**config.mk**
```make
export PLATFORM = sky130hd
export DESIGN_NAME = sdram_arbiter_n_flat
export DESIGN_NICKNAME = d
export VERILOG_FILES = /design/src/rtl/sdram_arbiter_n_if.sv /design/src/rtl/sdram_arbiter_n.sv /design/src/flat_wrapper.sv
export SDC_FILE = /design/constraint.sdc
export NUM_CORES = 1
export LEC_CHECK = 0
export ABC_CLOCK_PERIOD_IN_PS = 6000
export CORE_AREA = 2 2 567 569
export DETAILED_ROUTE_END_ITERATION = 10
export DIE_AREA = 0 0 569 571
export DONT_BUFFER_PORTS = 1
export GPL_TIMING_DRIVEN = 0
export PLACE_DENSITY = 0.3
export REMOVE_ABC_BUFFERS = 1
export SYNTH_ARGS = -nofsm -noshare
export SYNTH_HDL_FRONTEND = slang
export SYNTH_SLANG_ARGS = --single-unit
export TNS_END_PERCENT = 100
```
**constraint.sdc**
```tcl
create_clock -name clk -period 6 [get_ports clk]
set_clock_uncertainty 0.05 [all_clocks]
set_input_delay 0.6 -clock clk [delete_from_list [all_inputs] [get_ports clk]]
set_output_delay 0.6 -clock clk [all_outputs]
set_load 0.005 [all_outputs]
```
**src/rtl/sdram_arbiter_n_if.sv**
```systemverilog
// rtl/sdram_arbiter_n_if.sv - client/bridge bundle for the N-client SDRAM arbiter
interface sdram_arbiter_n_if #(
  parameter int N_CLIENTS = 6,
  parameter int ADDR_W    = 22,
  parameter int DATA_W    = 128
);
  localparam int GW = $clog2(N_CLIENTS);

  logic [N_CLIENTS-1:0]          cl_rd;
  logic [N_CLIENTS-1:0]          cl_wr;
  logic [N_CLIENTS*ADDR_W-1:0]   cl_addr;
  logic [N_CLIENTS*DATA_W-1:0]   cl_wrdata;
  logic [N_CLIENTS*DATA_W/8-1:0] cl_be;
  logic [N_CLIENTS-1:0]          cl_wait;
  logic [N_CLIENTS-1:0]          cl_ac;
  logic [N_CLIENTS-1:0]          cl_err;
  logic [DATA_W-1:0]             cl_rddata;
  logic [ADDR_W-1:0]             bridge_address;
  logic [DATA_W/8-1:0]           bridge_byte_enable;
  logic                          bridge_read;
  logic                          bridge_write;
  logic [DATA_W-1:0]             bridge_write_data;
  logic                          bridge_acknowledge;
  logic [DATA_W-1:0]             bridge_read_data;
  logic [GW-1:0]                 grant_id;

  modport slave (
    input  cl_rd, cl_wr, cl_addr, cl_wrdata, cl_be, bridge_acknowledge, bridge_read_data,
    output cl_wait, cl_ac, cl_err, cl_rddata, bridge_address, bridge_byte_enable,
           bridge_read, bridge_write, bridge_write_data, grant_id
  );

  modport master (
    output cl_rd, cl_wr, cl_addr, cl_wrdata, cl_be, bridge_acknowledge, bridge_read_data,
    input  cl_wait, cl_ac, cl_err, cl_rddata, bridge_address, bridge_byte_enable,
           bridge_read, bridge_write, bridge_write_data, grant_id
  );
endinterface

```
**src/rtl/sdram_arbiter_n.sv**
```systemverilog
// rtl/sdram_arbiter_n.sv - N-client SDRAM arbiter, fixed priority then round-robin
// Optional ISSUE watchdog enabled by defining SDRAM_ARB_TIMEOUT_EN.
module sdram_arbiter_n #(
  parameter int                   N_CLIENTS   = 6,
  parameter int                   ADDR_W      = 22,
  parameter int                   DATA_W      = 128,
  parameter logic [N_CLIENTS-1:0] PRIO_MASK   = '0,
  parameter int                   TIMEOUT_CYC = 1024
) (
  input logic               clk,
  input logic               reset,
  sdram_arbiter_n_if.slave  bus
);
  localparam int GW = $clog2(N_CLIENTS);
  localparam int BW = DATA_W / 8;

  if (N_CLIENTS < 2 || N_CLIENTS > 16 || TIMEOUT_CYC < 1) begin : g_bad_cfg
    $error("sdram_arbiter_n: unsupported parameter set");
  end

  typedef enum logic [1:0] {S_IDLE, S_ISSUE, S_DONE} state_t;

  state_t              state_q, state_d;
  logic [GW-1:0]       grant_q, grant_d;
  logic [ADDR_W-1:0]   addr_q, addr_d;
  logic [DATA_W-1:0]   wdata_q, wdata_d;
  logic [BW-1:0]       be_q, be_d;
  logic                wr_q, wr_d;
  logic [DATA_W-1:0]   rddata_q, rddata_d;

  logic [N_CLIENTS-1:0] req;
  logic [N_CLIENTS-1:0] ac;
  logic [GW-1:0]        win;
  logic                 found;
  logic                 timeout;

  assign req = bus.cl_rd | bus.cl_wr;

  // High-priority clients win by lowest index; otherwise rotate from the last grant.
  always_comb begin
    win   = grant_q;
    found = 1'b0;
    for (int i = 0; i < N_CLIENTS; i++) begin
      if (!found && req[i] && PRIO_MASK[i]) begin
        win   = GW'(i);
        found = 1'b1;
      end
    end
    for (int k = 1; k <= N_CLIENTS; k++) begin
      int idx;
      idx = (int'(grant_q) + k) % N_CLIENTS;
      if (!found && req[idx]) begin
        win   = GW'(idx);
        found = 1'b1;
      end
    end
  end

  always_comb begin
    state_d  = state_q;
    grant_d  = grant_q;
    addr_d   = addr_q;
    wdata_d  = wdata_q;
    be_d     = be_q;
    wr_d     = wr_q;
    rddata_d = rddata_q;
    case (state_q)
      S_IDLE: begin
        if (found) begin
          grant_d = win;
          addr_d  = bus.cl_addr[int'(win)*ADDR_W +: ADDR_W];
          wdata_d = bus.cl_wrdata[int'(win)*DATA_W +: DATA_W];
          be_d    = bus.cl_be[int'(win)*BW +: BW];
          // A combined rd+wr request is served as the write first.
          wr_d    = bus.cl_wr[win];
          state_d = S_ISSUE;
        end
      end
      S_ISSUE: begin
        if (bus.bridge_acknowledge) begin
          rddata_d = bus.bridge_read_data;
          state_d  = S_DONE;
        end else if (timeout) begin
          state_d = S_IDLE;
        end
      end
      S_DONE:  state_d = S_IDLE;
      default: state_d = S_IDLE;
    endcase
  end

  always_ff @(posedge clk) begin
    if (reset) begin
      state_q  <= S_IDLE;
      grant_q  <= GW'(N_CLIENTS - 1);
      addr_q   <= '0;
      wdata_q  <= '0;
      be_q     <= '0;
      wr_q     <= 1'b0;
      rddata_q <= '0;
    end else begin
      state_q  <= state_d;
      grant_q  <= grant_d;
      addr_q   <= addr_d;
      wdata_q  <= wdata_d;
      be_q     <= be_d;
      wr_q     <= wr_d;
      rddata_q <= rddata_d;
    end
  end

`ifdef SDRAM_ARB_TIMEOUT_EN
  localparam int TO_W = $clog2(TIMEOUT_CYC) + 1;

  logic [TO_W-1:0]      to_cnt_q;
  logic [N_CLIENTS-1:0] err_q;

  // Counter sits at zero outside ISSUE, so it holds the number of ISSUE cycles already spent.
  assign timeout = (state_q == S_ISSUE) && !bus.bridge_acknowledge &&
                   (to_cnt_q == TO_W'(TIMEOUT_CYC - 1));

  always_ff @(posedge clk) begin
    if (reset) begin
      to_cnt_q <= '0;
      err_q    <= '0;
    end else begin
      to_cnt_q <= (state_q == S_ISSUE && !timeout) ? to_cnt_q + 1'b1 : '0;
      err_q    <= timeout ? ({{(N_CLIENTS-1){1'b0}}, 1'b1} << grant_q) : '0;
    end
  end

  assign bus.cl_err = err_q;
`else
  assign timeout    = 1'b0;
  assign bus.cl_err = '0;
`endif

  always_comb begin
    ac = '0;
    if (state_q == S_DONE) ac[grant_q] = 1'b1;
  end

  assign bus.cl_ac              = ac;
  assign bus.cl_wait            = req & ~ac;
  assign bus.cl_rddata          = rddata_q;
  assign bus.bridge_address     = addr_q;
  assign bus.bridge_byte_enable = be_q;
  assign bus.bridge_write_data  = wdata_q;
  assign bus.bridge_read        = (state_q == S_ISSUE) && !wr_q;
  assign bus.bridge_write       = (state_q == S_ISSUE) && wr_q;
  assign bus.grant_id           = grant_q;
endmodule

```
**src/flat_wrapper.sv**
```systemverilog
// flat-port wrapper written by rule: the top's interface ports become plain ports
module sdram_arbiter_n_flat 
#(
  parameter int                   N_CLIENTS   = 6,
  parameter int                   ADDR_W      = 22,
  parameter int                   DATA_W      = 128,
  parameter logic [N_CLIENTS-1:0] PRIO_MASK   = '0,
  parameter int                   TIMEOUT_CYC = 1024
)
  (clk, reset, bus_cl_rd, bus_cl_wr, bus_cl_addr, bus_cl_wrdata, bus_cl_be, bus_bridge_acknowledge, bus_bridge_read_data, bus_cl_wait, bus_cl_ac, bus_cl_err, bus_cl_rddata, bus_bridge_address, bus_bridge_byte_enable, bus_bridge_read, bus_bridge_write, bus_bridge_write_data, bus_grant_id);
  sdram_arbiter_n_if #(.N_CLIENTS(N_CLIENTS), .ADDR_W(ADDR_W), .DATA_W(DATA_W)) bus_i ();
  input logic clk;
  input logic reset;
  input wire logic [$bits(bus_i.cl_rd)-1:0] bus_cl_rd;
  input wire logic [$bits(bus_i.cl_wr)-1:0] bus_cl_wr;
  input wire logic [$bits(bus_i.cl_addr)-1:0] bus_cl_addr;
  input wire logic [$bits(bus_i.cl_wrdata)-1:0] bus_cl_wrdata;
  input wire logic [$bits(bus_i.cl_be)-1:0] bus_cl_be;
  input wire logic [$bits(bus_i.bridge_acknowledge)-1:0] bus_bridge_acknowledge;
  input wire logic [$bits(bus_i.bridge_read_data)-1:0] bus_bridge_read_data;
  output wire logic [$bits(bus_i.cl_wait)-1:0] bus_cl_wait;
  output wire logic [$bits(bus_i.cl_ac)-1:0] bus_cl_ac;
  output wire logic [$bits(bus_i.cl_err)-1:0] bus_cl_err;
  output wire logic [$bits(bus_i.cl_rddata)-1:0] bus_cl_rddata;
  output wire logic [$bits(bus_i.bridge_address)-1:0] bus_bridge_address;
  output wire logic [$bits(bus_i.bridge_byte_enable)-1:0] bus_bridge_byte_enable;
  output wire logic [$bits(bus_i.bridge_read)-1:0] bus_bridge_read;
  output wire logic [$bits(bus_i.bridge_write)-1:0] bus_bridge_write;
  output wire logic [$bits(bus_i.bridge_write_data)-1:0] bus_bridge_write_data;
  output wire logic [$bits(bus_i.grant_id)-1:0] bus_grant_id;
  assign bus_i.cl_rd = bus_cl_rd;
  assign bus_i.cl_wr = bus_cl_wr;
  assign bus_i.cl_addr = bus_cl_addr;
  assign bus_i.cl_wrdata = bus_cl_wrdata;
  assign bus_i.cl_be = bus_cl_be;
  assign bus_i.bridge_acknowledge = bus_bridge_acknowledge;
  assign bus_i.bridge_read_data = bus_bridge_read_data;
  assign bus_cl_wait = bus_i.cl_wait;
  assign bus_cl_ac = bus_i.cl_ac;
  assign bus_cl_err = bus_i.cl_err;
  assign bus_cl_rddata = bus_i.cl_rddata;
  assign bus_bridge_address = bus_i.bridge_address;
  assign bus_bridge_byte_enable = bus_i.bridge_byte_enable;
  assign bus_bridge_read = bus_i.bridge_read;
  assign bus_bridge_write = bus_i.bridge_write;
  assign bus_bridge_write_data = bus_i.bridge_write_data;
  assign bus_grant_id = bus_i.grant_id;
  sdram_arbiter_n #(.N_CLIENTS(N_CLIENTS), .ADDR_W(ADDR_W), .DATA_W(DATA_W), .PRIO_MASK(PRIO_MASK), .TIMEOUT_CYC(TIMEOUT_CYC)) u_core (.clk(clk), .reset(reset), .bus(bus_i));
endmodule
```
==> metrics.md <==
| Metric | Value |
|---|---|
| Peak supply drop | `0.5790 mV` |
| CP Data Required Time | `6.52 ns` |
| Max Slew Vio Count | `0` |
| H-Tree Depth | `2` |
| Number of synthesized register bits | `300` |
| Combinational share of power | `0.734` |
| Worst hold path endpoint | `u_core.bus.cl_rddata[73]` |
| HPWL after DPL | `168300 um` |
| Crit share post-route | `0.9557` |
| Final Core Density | `0.09117` |
| Area contributors post-synth | `dfxtp_1 29%, mux4_2 19%, o211a_1 8.1%` |
| Clk_lat worst skew | `0.66 ns` |
| Vias in the first global route | `19.40k` |
| Largest family of logic cells by synthesized area | `compound AO/OA/AOI/OAI gates` |
| Compound-gate portion of the synthesized area | `0.2700` |
| Xor/xnor share of the synthesized area | `0.001711` |
| Fin cells | `6643` |
| Part of the power in registers | `0.141` |
| Clock share of power | `0.124` |
| Multiplexer share of the synthesized area | `0.1864` |
| Sw Share | `0.5086` |
| RSZ-0062 raised after global routing | `false` |
| Share of layout cells above drive strength 1 | `0.1479` |
| Area share of and/or/nand/nor cells after synthesis | `0.1548` |
| Die boundary width | `569 um` |
| Initial Util | `0.06413` |
| Hold Crit Depth | `2` |
| Hold Path Origin | `bus_bridge_read_data[73]` |
| Fill cells | `37.15k` |
| Largest net degree at the start of global routing | `134` |
| Crit-path cells | `inv_1 > ha_1 > a21oi_2 > inv_1 > ha_1 > nor2b_1 > a21oi_1 > a221oi_1 > a211o_1 > nand4b_1 > o21ai_2 > and4bb_4 > buf_16 > buf_16 > o211a_1 > a211o_1` |
| Num ports | `1456` |
| Drt pass-1 iters | `5` |
| Final setup fails | `0` |
| Total Power | `0.02379 W` |
| Clk buf depth | `3` |
| Status | `complete, no violations` |
| Worst hold slack | `0.1151 ns` |
| Core ar. | `319300 um2` |
| CP max-delay cell | `o21ai_2` |
| Global route overflow | `0` |
| Synth cell count leaders | `300 x dfxtp_1, 267 x nand2_1, 187 x nor2_1` |
| Max-cap viol count | `0` |
| Synth area leader | `dfxtp_1` |
| Clock sink count | `300` |
| Mapped cell area | `20480 um2` |
| Fmax | `0.1744 GHz` |
| Switch Pwr | `0.01210 W` |
| Layout area overhead | `42.18%` |
| Port buffer count | `0` |
| Reg-to-Reg End | `u_core.bus.bridge_write_data[25]` |
| CP Data Arrival Time | `6.25 ns` |
| Hold/Removal Path Class | `in -> reg` |
| Ys Warns | `0` |
| Worst Reg-to-Reg Cells | `16` |
| Final Hold Fails | `0` |
| Die Y-Extent | `571 um` |
| Post-Synthesis Cells | `2275` |
| Max incr delay on CP | `0.56 ns` |
| Synth top area share | `0.2933` |
| Startpoint types | `flop` |
| Critical R2R Launch | `u_core.bus.grant_id[1]` |
| ANT nets after route | `0` |
| Routed Wire Length | `198600 um` |
| Cell Rows | `208` |
| Synth Flop Type | `dfxtp_1` |
| CTS root buf | `clkbuf_16` |
| Minimum clock period | `5.734 ns` |
| CTS Buf Count | `47` |
| Die area | `324900 um2` |
| Via count | `20.38k` |
| DRC | `0` |
| Final weighted congestion in routability-driven placement | `1.113` |
| LEAKAGE | `12.20 nW` |
| First-pass GRT wire length | `237500 um` |
| Distinct cells, synth | `71` |
| Most common cell in the netlist | `dfxtp_1` |
| Slew @ Worst Pin | `0.9341 ns` |
| Average size of a mapped cell | `9.001 um2` |
| P per Cell Area | `817.2 nW/um2` |
| Critical path type | `reg -> reg` |
| Post-synth EDFFs | `0` |
| Clock slew at reported path FFs | `0.06 ns` |
| Initial antenna violation count | `252` |
| Critical path fanouts, max | `62` |
| Tot GR Track Use | `0.1150` |
| Final nets | `3419` |
| Seq/Total Area, Yosys | `0.2933` |
| Iteration-0 DRC Markers | `1447` |
| Via density | `3.068` |
| Placed Instances | `6284` |
| Internal | `0.01169 W` |
| Async SR Flop Fraction | `0` |
| Adder-cell share of the synthesized area | `0.006721` |
| Setup TNS | `0 ns` |
| Routed len/inst | `29.89 um` |
| Worst Setup End Kind | `flop` |
| TritonCTS clock tree | `built` |
| Slew margin rel. | `0.3612` |
| Reg2reg setup slack | `0.27 ns` |
-- critical path: cells and delay by family, from the launching register on --
family	cells	cell delay, ns
AO/OA/AOI/OAI	7	2.33
AND/OR/NAND/NOR	3	0.92
buffers and inverters	4	0.85
adder cells (fa/ha/maj)	2	0.72
flip-flops	1	0.51
-- per-layer routing --
| layer | routed length (um) | global-route usage | share of wire | vias to the layer above |
|---|---|---|---|---|
| met5 | 742 | 0 | 0.0037 | - |
| met4 | 10520 | 0.05917 | 0.053 | 114 |
| met3 | 22970 | 0.05327 | 0.12 | 513 |
| met2 | 88010 | 0.1794 | 0.44 | 1492 |
| met1 | 76310 | 0.1309 | 0.38 | 9802 |
| li1 | - | - | - | 8460 |
-- how the worst max path moves through the flow --
stage	slack (ns)	to	depth (start not counted)	start
detailed placement	-1.50	u_core.bus.bridge_write_data[92]	16	u_core.bus.grant_id[0]
global route	0.05	u_core.bus.bridge_address[1]	18	u_core.bus.grant_id[1]
global placement	-32.91	u_core.bus.bridge_write_data[66]	12	u_core.bus.grant_id[0]
finish	0.27	u_core.bus.bridge_write_data[25]	16	u_core.bus.grant_id[1]
CTS	0.06	u_core.bus.bridge_write_data[92]	14	u_core.bus.grant_id[2]
floorplan	-9.04	u_core.bus.bridge_address[0]	13	u_core.bus.grant_id[0]
-- through the flow --
| stage | setup WS, ns | instance area (um2) |
|---|---|---|
| floorplan | -9.044 | 19360 |
| global placement | -32.91 | 24620 |
| detailed placement | -1.503 | 25740 |
| CTS | 0.05750 | 28660 |
| global route | 0.05423 | 28970 |
| finish | 0.2657 | 29110 |
-- final cells by class --
type / count / area [um2] / share of cell area
inverters: 173 / 649.4 / 0.02230
multi-input cells: 1568 / 12840 / 0.4412
clock inverters: 20 / 196.4 / 0.006747
well taps: 4200 / 5255 / 0.1805
flip-flops and latches: 300 / 6015 / 0.2066
clock buffers: 65 / 1374 / 0.04719
repair buffers: 179 / 2435 / 0.08363
diodes: 138 / 345.3 / 0.01186
-- placed cells by master (no fill, tap or decap), types with 13 or more instances in the layout --
cell type	n
and3_1	174
clkbuf_16	48
dfxtp_1	297
o211a_1	166
dlygate4sd3_1	121
inv_1	172
a21oi_1	139
diode_2	138
nor2_1	187
clkbuf_8	13
buf_16	25
buf_12	16
a211o_1	169
nand2_1	265
a21boi_0	168
mux4_2	169
-- cells by family (layout without fill, tap and decap cells) --
group,count (synthesis),count (layout)
AO/OA/AOI/OAI,693,693
AND/OR/NAND/NOR,682,684
buffers and inverters,414,437
flip-flops,300,300
multiplexers,170,170
adder cells (fa/ha/maj),11,11
XOR/XNOR,4,4
other,1,144
-- timing repair --
item / in CTS / in global routing
hold buffers: 122 / 0
setup buffers: 5 / 5
gates resized for setup: 6 / 6
pin swaps: 3 / 2
endpoints found under the setup margin: 167 / 84
hold endpoints to repair: 133 / 0
gates cloned: 3 / 1
-- sequential cells by signal, indices dropped and copies added (netlist names) --
name and count:
u_core.bus.bridge_write_data 128, u_core.bus.cl_rddata 128, u_core.bus.bridge_address 22, u_core.bus.bridge_byte_enable 16
u_core.bus.grant_id 3, u_core.state_q 2, u_core.wr_q 1
-- power by group through the flow --
| stage | logic (W) | registers, W | clock network (W) |
|---|---|---|---|
| finish | 0.0175 | 0.00336 | 0.00296 |
| global route | 0.0187 | 0.00346 | 0.00318 |
| CTS | 0.0175 | 0.00347 | 0.00317 |
| detailed placement | 0.0169 | 0.00351 | 0 |
| global placement | 0.00727 | 0.00413 | 0 |
| floorplan | 0.00764 | 0.00272 | 0 |
No activity file was read; power rests on OpenSTA's default activity.
